## src/rtl/sipo_frame_rx.sv

```systemverilog
// sipo_frame_rx: serial-in/parallel-out frame receiver.
// Reassembles MSB-first serial data framed as start(1) / WIDTH data bits /
// [even parity] / stop(0). The receiver advances only on bit_en strobes.
// It reports a good frame with a one-cycle data_valid pulse and a malformed
// frame with a one-cycle frame_err pulse.
// Optional feature macro: SIPO_FRAME_RX_PARITY_EN. When it is defined, an
// even-parity bit is expected between the last data bit and the stop bit.
module sipo_frame_rx #(
  parameter int unsigned WIDTH = 3
) (
  input  logic             clk,
  input  logic             reset,
  input  logic             bit_en,
  input  logic             serial_in,
  output logic [WIDTH-1:0] data_out,
  output logic             data_valid,
  output logic             frame_err,
  output logic             busy
);

  localparam int unsigned CNT_W = $clog2(WIDTH + 1);
  localparam logic [CNT_W-1:0] LAST_BIT = CNT_W'(WIDTH - 1);

  localparam logic [1:0] ST_IDLE   = 2'd0;
  localparam logic [1:0] ST_DATA   = 2'd1;
`ifdef SIPO_FRAME_RX_PARITY_EN
  localparam logic [1:0] ST_PARITY = 2'd2;
`endif
  localparam logic [1:0] ST_STOP   = 2'd3;

  logic [1:0]       state;
  logic [1:0]       state_nxt;
  logic [WIDTH-1:0] shift_reg;
  logic [WIDTH-1:0] shift_nxt;
  logic [WIDTH-1:0] shift_in;
  logic [CNT_W-1:0] cnt;
  logic [CNT_W-1:0] cnt_nxt;
  logic [WIDTH-1:0] data_nxt;
  logic             valid_nxt;
  logic             err_nxt;
  logic             stop_good;
`ifdef SIPO_FRAME_RX_PARITY_EN
  logic             parity_bad;
  logic             parity_bad_nxt;
`endif

  // Shift-in value; the WIDTH=1 case has no upper bits to keep
  generate
    if (WIDTH == 1) begin : g_shift_w1
      assign shift_in = serial_in;
    end else begin : g_shift_wn
      assign shift_in = {shift_reg[WIDTH-2:0], serial_in};
    end
  endgenerate

  // busy is decoded straight from the state register
  assign busy = (state != ST_IDLE);

  // Next-state, datapath and pulse decode; everything holds unless strobed
  always_comb begin
    state_nxt = state;
    shift_nxt = shift_reg;
    cnt_nxt   = cnt;
    data_nxt  = data_out;
    valid_nxt = 1'b0;
    err_nxt   = 1'b0;
`ifdef SIPO_FRAME_RX_PARITY_EN
    parity_bad_nxt = parity_bad;
    stop_good      = !serial_in && !parity_bad;
`else
    stop_good      = !serial_in;
`endif
    if (bit_en) begin
      case (state)
        ST_IDLE: begin
          if (serial_in) begin
            state_nxt = ST_DATA;
            cnt_nxt   = '0;
`ifdef SIPO_FRAME_RX_PARITY_EN
            parity_bad_nxt = 1'b0;
`endif
          end
        end
        ST_DATA: begin
          shift_nxt = shift_in;
          cnt_nxt   = cnt + CNT_W'(1);
          if (cnt == LAST_BIT) begin
`ifdef SIPO_FRAME_RX_PARITY_EN
            state_nxt = ST_PARITY;
`else
            state_nxt = ST_STOP;
`endif
          end
        end
`ifdef SIPO_FRAME_RX_PARITY_EN
        ST_PARITY: begin
          parity_bad_nxt = (^shift_reg) ^ serial_in;
          state_nxt      = ST_STOP;
        end
`endif
        ST_STOP: begin
          // A high stop bit ends the frame; it is never a new start bit
          if (stop_good) begin
            data_nxt  = shift_reg;
            valid_nxt = 1'b1;
          end else begin
            err_nxt = 1'b1;
          end
          state_nxt = ST_IDLE;
        end
        default: begin
          state_nxt = ST_IDLE;
        end
      endcase
    end
  end

  // State register
  always_ff @(posedge clk or posedge reset) begin
    if (reset) begin
      state <= ST_IDLE;
    end else begin
      state <= state_nxt;
    end
  end

  // Datapath and output registers; pulses self-clear every clock
  always_ff @(posedge clk or posedge reset) begin
    if (reset) begin
      shift_reg  <= '0;
      cnt        <= '0;
      data_out   <= '0;
      data_valid <= 1'b0;
      frame_err  <= 1'b0;
    end else begin
      shift_reg  <= shift_nxt;
      cnt        <= cnt_nxt;
      data_out   <= data_nxt;
      data_valid <= valid_nxt;
      frame_err  <= err_nxt;
    end
  end

`ifdef SIPO_FRAME_RX_PARITY_EN
  // Parity verdict for the frame in flight
  always_ff @(posedge clk or posedge reset) begin
    if (reset) begin
      parity_bad <= 1'b0;
    end else begin
      parity_bad <= parity_bad_nxt;
    end
  end
`endif

endmodule
```

## config.mk

```make
export PLATFORM = sky130hd
export DESIGN_NAME = sipo_frame_rx
export DESIGN_NICKNAME = d
export VERILOG_FILES = /design/src/rtl/sipo_frame_rx.sv
export SDC_FILE = /design/constraint.sdc
export NUM_CORES = 1
export LEC_CHECK = 0
export BUFFER_PORTS_ARGS = -buffer_cell sky130_fd_sc_hd__buf_2
export CAP_MARGIN = 0
export CORE_AREA = 10 10 47 49
export CTS_CLUSTER_DIAMETER = 30
export DETAILED_ROUTE_END_ITERATION = 10
export DIE_AREA = 0 0 57 59
export GPL_TIMING_DRIVEN = 0
export MAX_ROUTING_LAYER = met4
export PLACE_DENSITY_LB_ADDON = 0.15
export SYNTH_ARGS = -nofsm -noshare
export SYNTH_HDL_FRONTEND = slang
export SYNTH_SLANG_ARGS = --single-unit
```

## constraint.sdc

```tcl
create_clock -name clk -period 1.2 [get_ports clk]
set_input_delay 0 -clock clk [delete_from_list [all_inputs] [get_ports clk]]
set_output_delay 0 -clock clk [all_outputs]
set_load 0.1 [all_outputs]
```

# Word level (Yosys, flattened, before mapping)
# Index checks and enable logic that the tools add are counted.
[totals]
ram_bits = 0
register_bits = 12
output_inout_bits = 6
mem_count = 0
rom_bits = 0
inputBits = 4
wordCells = 31
latch_bits = 0
[classes]
bitwise = 1
n_eq_ne = 5
n_mux = 11
mul = 0
magnitude_cmp = 0
reduce_logical = 7
add_sub_neg = 1
n_div = 0
shifts = 0
[ops]
columns = ["op", "count"]
rows = [
  ["AND reduction 3 bit", 3],
  ["one-hot mux 2 bit (2 select lines)", 2],
  ["two-way mux 1 bit", 6],
  ["two-way mux 2 bit", 3],
  ["== test 2 bit (second input constant)", 2],
  ["inequality test 2 bit (second input constant)", 2],
  ["nonzero test 2 bit", 2],
  ["adder 2 x 1 -> 2 bit (second input constant)", 1],
  ["== test 2 x 1 -> 1 bit (second input constant)", 1],
  ["logical NOT 2 bit", 1],
  ["AND reduction 2 bit", 1],
  ["NOT 1 bit", 1],
]

# Logic depth before layout (Yosys ltp)
[depth]
depth_word = 3
mapped_depth = 4
depth_no_buf = 4

# Worst setup path after synthesis
# No wires, ideal clock.
[synth_timing]
path_kind = "register -> register"
from = "register, netlist name data_out[0]"
to = "register data_out[0]"
n_path_buf = 0
path_stages_with_launch = 2
path_slack_ps = -60
period_less_slack_ps = 1260
setup_ps = 126
arrival_ps = 1134
required_ps = 1074
path_cell_list = "dfrtp_1 mux2_2"
[synth_lines]
columns = ["item", "line_no", "rtl"]
rows = [
  ["end signal, assigned", "138", "data_out <= data_nxt;"],
  ["end, declared", "15", "output logic [WIDTH-1:0] data_out,"],
]

# Worst setup path after layout
[layout_timing]
from = "register state[1]"
to = "register shift_reg[1]"
[layout_between]
elab_chain_len = 2
[layout_lines]
columns = ["item", "line_no", "rtl"]
rows = [
  ["start, declared", "31", "logic [1:0] state;"],
  ["start signal, assigned", "123", "state <= state_nxt;"],
  ["== test 2 x 1 -> 1 bit", "74", "case (state)"],
  ["AND reduction 2 bit (no line)", "-", ""],
  ["end signal, assigned", "136", "shift_reg <= shift_nxt;"],
  ["end, declared", "33", "logic [WIDTH-1:0] shift_reg;"],
]
# No other way between the ends.
# A chain may end at the register's enable or synchronous reset.

==> impl_metrics.ini <==
[global_routing]
first_global_vias = 349
track_usage_pct = 5.94
antenna_found_initial = 0
grt_max_degree = 13
gr-total-overflow = 0
grt_pass1_wl_um = 1490

[finish]
multi_input_area_um2 = 174
seq_area_um2 = 307
area_delta_synth_final_pct = 32.1
nets = 59
n_fill_cell = 143
drive_gt1_share_pct = 49.1
diodes = 0

[setup_path]
worstSetupPathType = register to register
arrival_ns = 1.30
crit_path_max_incr_delay_ns = 0.45
required_ns = 1.35
cp_num_cells = 2
reg2reg_depth = 2
critPathMaxFanout = 7
end_kind = register
cp.buffers_inverters = 0
crit_family = flip-flops
cp-start-kind = register
slowest_stage = dfrtp_2
cp_cell_sequence = nand3b_1 -> mux2_2

[floorplanning]
start_util_pct = 34.2
rows = 14
coreArea_um2 = 1400
dieHeight_um = 59
dieArea_um2 = 3360
ioPinCount = 10
fp.dieW_um = 57

[route]
wl_per_cell_um = 12.8
wl_um = 883
remaining_drc_errors = 0
num_vias = 332
drtIter0Drc = 3
viasPerCell = 4.81
dr.pass1.iters = 2
drtAntennaViolNets = 0

[clock_network]
root_buffer = clkbuf_4
clock_sinks = 12
clk_pin_slew_ns = 0.08
cts_buffer_depth = 2
cts_max_level = 1
cts_made_buffers = 3
clk_latency_ns = 0.27
cts_tree = done

[logic_synthesis]
ys_top_cells_by_area = dfrtp_1 63%, mux2_2 14%, o21ai_0 4.2%, ha_1 2.6%, inv_1 2.3%
synth_area_um2 = 479
synth_largest_area_cell = dfrtp_1
synth.distinct_cells = 14
syn_inst = 36
avgSynthCellArea_um2 = 13.3
syn-num-nets = 41
ys_warn_count = 0
seq_area_frac_synth_pct = 62.7
yosys_register_bits = 12
synth.top_cell.area_share_pct = 62.7

[place]
port_buffers = 9
dpl.hpwl_um = 615
gp_congestion = 0.813

[timing]
setup_tns_ns = 0
timing.fmax_ghz = 0.869
rsz0062_at_grt = no
slew_headroom_pct = 67.6
fin_crit_sh_pct = 96.0
hold_viol = 0
worstMarginPinSlew_ns = 0.490
final_max_slew_viol_count = 0
min_period_ns = 1.15
setup_viol = 0
skew_ns = 0.0100

[run_status]
status = complete, no violations

[worst_hold_path]
min_path_cells = 2
hold_path_class = input port to register

[job]
maxCapViolCount = 0
[synthesized netlist by cell type, drive strengths merged]
| cell | number |
|---|---|
| dfrtp | 12 |
| mux2 | 6 |
| o21ai | 4 |
| inv | 3 |
| a21oi | 2 |
| and4 | 1 |
| ha | 1 |
| mux2i | 1 |
| nand3 | 1 |
| nand3b | 1 |
| nand4b | 1 |
| nor2 | 1 |
| or2 | 1 |
| or2b | 1 |
[stage by stage]
step | setup WS, ns | hold WS [ns] | area, um^2 | cells | util, %
after floorplan | 0.144 | -0.136 | 483 | 36 | -
after global placement | 0.0376 | 0.00626 | 548 | 61 | 39.1
after detailed placement | 0.0476 | 0.0239 | 548 | 61 | 39.1
after CTS | 0.0425 | 0.0183 | 613 | 67 | 43.8
after global routing | 0.00151 | 0.0244 | 633 | 69 | 45.2
final | 0.0486 | 0.0177 | 633 | 69 | 45.2
[area by class of cell]
| class | instances | area share (%) |
|---|---|---|
| Clock buffer | 4 | 4.15 |
| Sequential cell | 12 | 48.4 |
| Tap cell | 16 | 3.16 |
| Multi-Input combinational cell | 21 | 27.5 |
| Inverter | 3 | 1.78 |
| Timing Repair Buffer | 13 | 15.0 |
[layout by cell type (no fill, tap or decap), types with 2 or more instances in the layout]
master	count
clkbuf_4	3
o21ai_0	4
dfrtp_2	5
dfrtp_1	7
inv_1	3
dlygate4sd3_1	2
buf_4	2
a21oi_1	2
buf_2	8
mux2_2	5
[per-layer routing]
metal / global-route usage (%) / vias up / routed length (um)
met4: 6.04 / 0 / 28
met5: - / - / 0
met2: 8.68 / 10 / 370
met1: 5.54 / 159 / 405
met3: 2.79 / 4 / 78
li1: - / 159 / -
[kinds of logic after synthesis]
group                      Yosys count  share of synthesized area [%]
AOI/OAI and AO/OA                    6                           6.27
adders and majority gates            1                           2.61
buffers and inverters                3                           2.35
DFF                                 12                           62.7
muxes                                7                           16.2
and+or+nand+nor                      7                           9.92
[worst paths after layout]
check | slack (ns) | to | startpoint
min in group asynchronous | 0.26 | data_valid | reset
worst max-delay path | 0.05 | shift_reg[1] | state[1]
max in group asynchronous | 0.61 | state[1] | reset
worst min-delay path | 0.02 | shift_reg[0] | serial_in
worst min register to register | 0.51 | data_out[2] | shift_reg[2]
worst max register to register | 0.05 | shift_reg[1] | state[1]
[timing repair]
item,4_1_cts,5_1_grt
endpoints found under the setup margin,1,4
hold endpoints to repair,14,0
gates resized for setup,6,2
buffers inserted,0,2
pin swaps,0,1
hold buffers,2,0
Power is left out: the tool's default activity adds up to more than one toggle a clock period on the data nets, which glitch-free logic cannot reach.
